**config.mk**
```make
export PLATFORM = sky130hd
export DESIGN_NAME = tetris_board_engine
export DESIGN_NICKNAME = d
export VERILOG_FILES = /design/src/rtl/tetris_pkg.sv /design/src/rtl/tetris_gravity_tick.sv /design/src/rtl/tetris_board_engine.sv
export SDC_FILE = /design/constraint.sdc
export NUM_CORES = 1
export LEC_CHECK = 0
export ABC_AREA = 1
export CORE_MARGIN = 2
export CORE_UTILIZATION = 30
export CTS_CLUSTER_SIZE = 25
export DETAILED_ROUTE_END_ITERATION = 8
export GPL_TIMING_DRIVEN = 0
export PLACE_DENSITY_LB_ADDON = 0.08
export SYNTH_ARGS = -nofsm -noshare
export SYNTH_HDL_FRONTEND = slang
export SYNTH_SLANG_ARGS = --single-unit
export TNS_END_PERCENT = 50
```
**constraint.sdc**
```tcl
create_clock -name in_clk -period 5.29 [get_ports in_clk]
set_input_delay 0.7935 -clock in_clk [delete_from_list [all_inputs] [get_ports in_clk]]
set_output_delay 0.7935 -clock in_clk [all_outputs]
set_load 0.01 [all_outputs]
```
**src/rtl/tetris_pkg.sv**
```systemverilog
// Shared types and helpers for the tetris playfield engine.
// Cell (row, col) maps to board bit row*cols+col, with row 0 at the top.
package tetris_pkg;

    typedef enum logic [2:0] {
        ST_SPAWN = 3'd0,
        ST_FALL  = 3'd1,
        ST_DROP  = 3'd2,
        ST_LOCK  = 3'd3,
        ST_CLEAR = 3'd4,
        ST_OVER  = 3'd5
    } state_t;

    localparam logic [1:0] MOVE_NONE  = 2'd0;
    localparam logic [1:0] MOVE_LEFT  = 2'd1;
    localparam logic [1:0] MOVE_RIGHT = 2'd2;
    localparam logic [1:0] MOVE_DROP  = 2'd3;

    function automatic int unsigned cell_idx(input int unsigned row,
                                             input int unsigned col,
                                             input int unsigned cols);
        return row * cols + col;
    endfunction

endpackage

```
**src/rtl/tetris_gravity_tick.sv**
```systemverilog
// Gravity divider: counts enabled cycles and pulses on the terminal count,
// wrapping back to zero in the same cycle. Clear has priority over enable.
module tetris_gravity_tick #(
    parameter int TICK_DIV = 4
) (
    input  logic clk,
    input  logic rst_n,
    input  logic clr,
    input  logic en,
    output logic pulse
);

    localparam int CW = (TICK_DIV > 1) ? $clog2(TICK_DIV) : 1;
    localparam logic [CW-1:0] LAST = CW'(TICK_DIV - 1);

    logic [CW-1:0] cnt;

    assign pulse = en && (cnt == LAST);

    always_ff @(posedge clk or negedge rst_n) begin
        if (!rst_n) begin
            cnt <= '0;
        end else if (clr) begin
            cnt <= '0;
        end else if (en) begin
            cnt <= pulse ? '0 : cnt + CW'(1);
        end
    end

endmodule

```
**src/rtl/tetris_board_engine.sv**
```systemverilog
// Single-cell tetris playfield: gravity, lateral moves, hard drop,
// multi-row line clearing, line counter and game-over detection.
module tetris_board_engine
    import tetris_pkg::*;
#(
    parameter int COLS      = 4,
    parameter int ROWS      = 8,
    parameter int TICK_DIV  = 4,
    parameter int SPAWN_COL = 1
) (
    input  logic                 in_clk,
    input  logic                 in_restart_n,
    input  logic [1:0]           in_move,
    output logic [COLS*ROWS-1:0] out_board,
    output logic                 out_game_over,
    output logic [7:0]           out_lines,
    output logic                 out_busy
);

    localparam int CELLS = COLS * ROWS;
    localparam int RW    = $clog2(ROWS);
    localparam int CW    = $clog2(COLS);

    state_t           state, state_d;
    logic [CELLS-1:0] board, board_d;
    logic [RW-1:0]    row, row_d;
    logic [CW-1:0]    col, col_d;
    logic             valid, valid_d;
    logic [RW-1:0]    scan, scan_d;
    logic [7:0]       lines, lines_d;

    logic tick_clr, tick_en, tick_pulse;
    int   row_i, col_i, scan_i, lat_col;
    logic blocked;

    // Cells outside the board read as empty; callers check edges themselves.
    function automatic logic occupied(input logic [CELLS-1:0] b, input int r, input int c);
        if (r < 0 || r >= ROWS || c < 0 || c >= COLS) return 1'b0;
        return b[cell_idx(r, c, COLS)];
    endfunction

    function automatic logic row_full(input logic [CELLS-1:0] b, input int r);
        logic f;
        f = 1'b1;
        for (int c = 0; c < COLS; c++) f &= b[cell_idx(r, c, COLS)];
        return f;
    endfunction

    assign tick_clr = (state == ST_SPAWN);
    assign tick_en  = (state == ST_FALL) && (in_move != MOVE_DROP);

    tetris_gravity_tick #(.TICK_DIV(TICK_DIV)) u_tick (
        .clk   (in_clk),
        .rst_n (in_restart_n),
        .clr   (tick_clr),
        .en    (tick_en),
        .pulse (tick_pulse)
    );

    always_ff @(posedge in_clk or negedge in_restart_n) begin
        if (!in_restart_n) begin
            state <= ST_SPAWN;
            board <= '0;
            row   <= '0;
            col   <= '0;
            valid <= 1'b0;
            scan  <= '0;
            lines <= '0;
        end else begin
            state <= state_d;
            board <= board_d;
            row   <= row_d;
            col   <= col_d;
            valid <= valid_d;
            scan  <= scan_d;
            lines <= lines_d;
        end
    end

    always_comb begin
        state_d = state;
        board_d = board;
        row_d   = row;
        col_d   = col;
        valid_d = valid;
        scan_d  = scan;
        lines_d = lines;
        row_i   = int'(row);
        col_i   = int'(col);
        scan_i  = int'(scan);
        lat_col = int'(col);
        blocked = 1'b0;

        case (state)
            ST_SPAWN: begin
                if (occupied(board, 0, SPAWN_COL)) begin
                    state_d = ST_OVER;
                end else begin
                    row_d   = '0;
                    col_d   = CW'(SPAWN_COL);
                    valid_d = 1'b1;
                    state_d = ST_FALL;
                end
            end
            ST_FALL: begin
                case (in_move)
                    MOVE_NONE: ;
                    MOVE_LEFT: begin
                        if (col_i > 0 && !occupied(board, row_i, col_i - 1)) lat_col = col_i - 1;
                    end
                    MOVE_RIGHT: begin
                        if (col_i < COLS - 1 && !occupied(board, row_i, col_i + 1)) lat_col = col_i + 1;
                    end
                    default: state_d = ST_DROP;
                endcase
                col_d = CW'(lat_col);
                // Gravity is judged at the column the piece just moved to.
                if (tick_pulse) begin
                    blocked = (row_i == ROWS - 1) || occupied(board, row_i + 1, lat_col);
                    if (blocked) state_d = ST_LOCK;
                    else         row_d   = RW'(row_i + 1);
                end
            end
            ST_DROP: begin
                blocked = (row_i == ROWS - 1) || occupied(board, row_i + 1, col_i);
                if (blocked) state_d = ST_LOCK;
                else         row_d   = RW'(row_i + 1);
            end
            ST_LOCK: begin
                board_d[cell_idx(row_i, col_i, COLS)] = 1'b1;
                valid_d = 1'b0;
                scan_d  = RW'(ROWS - 1);
                state_d = ST_CLEAR;
            end
            ST_CLEAR: begin
                // A full row collapses everything above it; scan stays put so
                // the row that slid down is checked next cycle.
                if (row_full(board, scan_i)) begin
                    for (int r = 1; r < ROWS; r++) begin
                        if (r <= scan_i) begin
                            for (int c = 0; c < COLS; c++)
                                board_d[cell_idx(r, c, COLS)] = board[cell_idx(r - 1, c, COLS)];
                        end
                    end
                    for (int c = 0; c < COLS; c++) board_d[cell_idx(0, c, COLS)] = 1'b0;
                    if (lines != 8'hFF) lines_d = lines + 8'd1;
                end else if (scan_i == 0) begin
                    state_d = ST_SPAWN;
                end else begin
                    scan_d = scan - RW'(1);
                end
            end
            ST_OVER: ;
            default: state_d = ST_SPAWN;
        endcase
    end

    logic [CELLS-1:0] piece_mask;
    assign piece_mask = (valid && (state == ST_FALL || state == ST_DROP))
                        ? (CELLS'(1) << cell_idx(int'(row), int'(col), COLS)) : '0;

    assign out_board     = board | piece_mask;
    assign out_game_over = (state == ST_OVER);
    assign out_lines     = lines;
    assign out_busy      = (state == ST_LOCK) || (state == ST_CLEAR) || (state == ST_SPAWN);

endmodule

```
## Yosys cells after proc, flatten, opt, wreduce, memory -nomap -nowiden

Index checks and enable logic that the tools add are counted.

| word-level totals | value |
|---|---|
| register bits after elaboration | 54 |
| output and inout port bits | 42 |

| operators by class | value |
|---|---|
| add/sub/neg operators | 14 |
| order comparisons | 27 |
| eq/ne operators | 27 |
| shifts and indexed selects | 1 |
| muxes and demuxes | 81 |
| bitwise gates (word level) | 6 |
| reductions and logical operators | 41 |

Operators with widths:

| cell | count |
|---|---|
| < comparator 32 x 6 -> 1 bit (second input constant) | 5 |
| < comparator 32 x 1 -> 1 bit (second input constant) | 4 |
| 2-to-1 mux 32 bit | 4 |
| one-hot mux 32 bit (2 select lines) | 2 |
| greater-or-equal comparator 32 x 4 -> 1 bit (second input constant) | 3 |
| adder 5 x 32 -> 32 bit | 2 |
| bitwise OR 32 bit | 2 |
| 2-to-1 mux 3 bit | 14 |
| 2-to-1 mux 1 bit | 36 |
| binary-select mux 1 bit (select 5 bit) | 7 |
| adder 32 x 2 -> 32 bit | 1 |
| adder 32 bit | 1 |
| greater-or-equal comparator 32 x 1 -> 1 bit (second input constant) | 1 |
| greater-or-equal comparator 32 x 5 -> 1 bit (second input constant) | 1 |
| != test 2 bit (second input constant) | 16 |
| << shifter 1 x 6 -> 32 bit (first input constant) | 1 |
| 2-to-1 mux 4 bit | 7 |
| AND reduction 3 bit | 9 |
| < comparator 6 bit (second input constant) | 3 |
| one-hot mux 3 bit (6 select lines) | 1 |
| adder 5 x 2 -> 6 bit (second input constant) | 2 |
| less-or-equal comparator 3 bit (first input constant) | 4 |
| logical OR 1 bit | 10 |
| one-hot mux 3 bit (3 select lines) | 1 |
| 38 further kinds | 60 |

## Depth between registers and ports, before layout

| logic depth | value |
|---|---|
| word-level depth | 27 |
| depth in mapped cells | 32 |
| depth with buffers taken out | 27 |

## Modules after synthesis

A second synthesis with hierarchy kept.

| second synthesis, totals | value |
|---|---|
| cells, all modules | 752 |
| area total of the unflattened synthesis | 5059.9 um^2 |

Modules (own cells, without submodules):

| module | instances | cells an instance | area an instance (um^2) | seq. area each (um^2) |
|---|---|---|---|---|
| tetris_board_engine | 1 | 737 | 4946.0 | 1301.2 |
| tetris_gravity_tick | 1 | 15 | 113.9 | 50.0 |

## Worst setup path after synthesis

Ideal clock, no wire load.

| path | value |
|---|---|
| path type | register to register |
| start | register col[0] |
| end | register row[1] |
| library setup time | 0.117 ns |
| arrival time | 3.673 ns |
| required time | 5.173 ns |
| path slack | 1.500 ns |
| stages on the path, launching flop included | 31 |
| period minus slack after synthesis | 3.790 ns |
| cell sequence | dfrtp_1 -> buf_6 -> inv_6 -> buf_12 -> clkbuf_1 -> clkbuf_1 -> ha_1 -> buf_2 -> xor2_1 -> ha_1 -> a21oi_1 -> xor2_1 -> nand3b_1 -> nand3_2 -> nand2_2 -> nand2_2 -> nand3_2 -> nand3_4 -> nand2_4 -> buf_6 -> nand2_1 -> nand3_1 -> nand3_1 -> nand3_1 -> nand3_1 -> nand3_1 -> nand2_2 -> nand2_2 -> nand2_2 -> nand2_1 -> nand2_1 |

| on the way | value |
|---|---|
| cells in the longest elaborated chain, start to end | 26 |
| elaborated cells between the ends (all ways) | 59 |
| those cells by class | 6 x add/sub; 8 x order compare; 2 x eq/ne; 32 x mux; 11 x reduce/logical |

Ends and longest elaborated chain:

| item | line | RTL |
|---|---|---|
| start: declaration | tetris_board_engine.sv:27 | `logic [CW-1:0] col, col_d;` |
| start signal: assignment | tetris_board_engine.sv:73 | `col <= col_d;` |
| branches (longest 25 deep; another with adder 5 x 32 -> 32 bit) | -- |  |
| AND reduction 5 bit (no source line) (*) | -- |  |
| end signal: assignment | tetris_board_engine.sv:72 | `row <= row_d;` |
| end: declaration | tetris_board_engine.sv:26 | `logic [RW-1:0] row, row_d;` |

Every way passes the cells marked *. The select of a mux whose other input is x is not followed.
A chain may end at the register's enable or synchronous reset.

## Final worst setup path

Same ends and word-level chain as after synthesis.

==> reports/metrics.cfg <==
[place]
pre_cts_ws_ns=0.339
gp_congestion=0.991
dp_hpwl_um=18700
io_buffer_count=45

[drt]
dr.pass1.iters=5
wl_per_cell_um=22.9
drt_iter0_drc=554
avgViaCountPerCell=5.67
drt_wl_total_um=23800
ant_nets=0
drc=0
vias=5892

[sta]
worst_slack_ns=0.470
relSlewSlack=0.543
setup-tns-final_ns=0
worst_pin_slew_ns=0.686
period_needed_ns=4.82
finalCritPeriodShare=0.911
rsz0062_at_grt=no
skew_ns=0.0133
finalMaxSlewViolations=0
report.final.setup_viol=0
hold_viol_final=0
worst_hold_slack_ns=0.481
timing.fmax_ghz=0.207

[setup_path]
critical_path.max_fanout=12
crit_type=flip-flop to flip-flop
r2r_start=col[0]
start_kind=flip-flop
worst_ep_arrival_time_ns=5.02
cp.required_ns=5.49
cpPeakStageDelay_ns=0.53
startpoint=col[0]
crit_slowest_cell=clkbuf_1
endpoint_kind=flip-flop

[logic_synthesis]
syn-cell-area_um2=5100
yosys_warnings=0
synth.top_cell.area_share=0.265
synth_cells=765
syn_nets=797
yosysUniqueCellTypes=48
ys_seq_area_frac=0.265
postSynthAreaPerCell_um2=6.66
synthTopCellsByArea=dfrtp_1, nand3_1, nand2_1
synth_seq_cells=54
synth_area_leader_cell=dfrtp_1

[status]
outcome=finished, final reports clean

[pwr]
power_switching_mw=2.36
p_seq_frac=0.202
power_frac_clock=0.089
cellPowerDensity_nw_per_um2=679
internal_power_mw=1.70
sw_frac_of_total=0.581
p_comb_frac=0.709
ir_worst_vdd_mv=0.241
p_leak_nw=2.74

[final_layout]
ff_latch_area_um2=1350
drive_gt1_frac=0.0708
fin_nets=850
final_cell_mix=nand2_1, nand3_1, inv_1
antenna_cells=0
nFillCells=1841
multi_input_area_um2=3180
syn_to_final_growth_pct=17.6
layout_commonest_cell=nand2_1

[grt]
grt_pass1_vias=5770
grt_pass1_wl_um=35900
antenna_found_initial=0
grt_remaining_overflow=0
grt.total_usage=0.269
grt_max_degree=33

[cts]
cts_tree=yes
cts_sinks=54
clock_latency_ns=0.31
root_buffer=clkbuf_16
clkTransAtPathRegs_ns=0.09
cts_buffer_depth=2
cts_inserted_buffers=5
htreeDepth=2

[floorplanning]
dieHeight_um=134
core_um2=16600
die_w_um=134
io_pins=46
die_area_um2=18000
start_util=0.307
rows=47

[min_path]
hold_path.class=input pin to async pin

[run]
drv_cap=0

-- final cells by class --
class / count / area share
Multi-Input combinational cell: 581 / 0.531
Inverter: 98 / 0.0626
Buffer: 32 / 0.0317
Clock inverter: 3 / 0.00480
Clock buffer: 5 / 0.0209
Sequential cell: 54 / 0.225
Tap cell: 220 / 0.0459
Timing Repair Buffer: 46 / 0.0777
-- cells by family after synthesis --
family,count (synthesis),share of synthesized area
mux,1,0.00221
xor+xnor,12,0.0206
compound gates,171,0.199
simple gates,369,0.332
fa+ha+maj,28,0.0702
buf+inv,130,0.111
flops,54,0.265
-- metal layers --
metal / part of all wire / up-vias / global-route usage
li1: - / 2725 / -
met1: 0.44 / 2849 / 0.371
met2: 0.45 / 283 / 0.426
met3: 0.082 / 35 / 0.0503
met4: 0.030 / 0 / 0.0836
met5: 0 / - / 0
-- synth_stat cells (all sizes together) --
cell type / instances
ha: 27
nor3: 13
clkinv: 2
o211ai: 8
a21oi: 43
o2111ai: 2
a31o: 1
buf: 19
clkbuf: 13
a211oi: 1
a311oi: 1
mux2: 1
o311ai: 1
inv: 96
nor4b: 1
nor2: 40
nor3b: 1
a31oi: 3
a32oi: 18
o22ai: 1
dfrtp: 54
o31a: 2
nand3: 143
xor2: 4
o41ai: 1
a22oi: 1
o31ai: 4
xnor2: 8
a21boi: 4
nand2: 163
o21ai: 80
nand4: 6
nand3b: 2
fa: 1
-- sequential cells by signal, summed over array words and instances (netlist names) --
register,cells
valid,1
row,3
board,32
scan,3
col,2
out_lines,8
state,3
u_tick.cnt,2
-- through the flow --
stage | power (mW) | cells | cell area [µm²] | utilization
after floorplan | 2.50 | 765 | 5100 | -
after global placement | 3.64 | 1030 | 5820 | 0.351
after detailed placement | 3.64 | 1031 | 5840 | 0.352
after CTS | 4.02 | 1039 | 5990 | 0.361
after global routing | 4.37 | 1039 | 5990 | 0.361
final | 4.07 | 1039 | 5990 | 0.361
-- worst paths after layout --
check,end,cells past startpoint,slack [ns]
max in group asynchronous,col[1],2,4.22
setup reg to reg,row[1],30,0.47
hold / removal,board[13],1,0.48
hold reg to reg,u_tick.cnt[0],1,0.50
min in group in_clk,u_tick.cnt[0],1,0.50
setup / recovery,row[1],30,0.47
-- power by group through the flow --
| stage | logic [mW] | registers [mW] | clock network, mW |
|---|---|---|---|
| floorplan | 1.82 | 0.683 | 0 |
| global placement | 2.83 | 0.815 | 0 |
| detailed placement | 2.83 | 0.813 | 0 |
| CTS | 2.84 | 0.804 | 0.371 |
| global route | 3.15 | 0.827 | 0.396 |
| finish | 2.88 | 0.821 | 0.362 |
-- worst max-delay path: cells and delay by family, from the launching register on --
kind | cells | cell delay (ns)
XOR/XNOR | 2 | 0.33
adder cells (fa/ha/maj) | 2 | 0.45
AO/OA/AOI/OAI | 1 | 0.15
buffers and inverters | 7 | 1.76
flip-flops | 1 | 0.42
AND/OR/NAND/NOR | 18 | 1.59
-- timing repair --
action | CTS | global route
endpoints found under the setup margin | 0 | 3
gates resized for setup | 0 | 2
hold buffers | 0 | 0
buffers inserted | 0 | 0
Power figures use the tool's default switching activity.
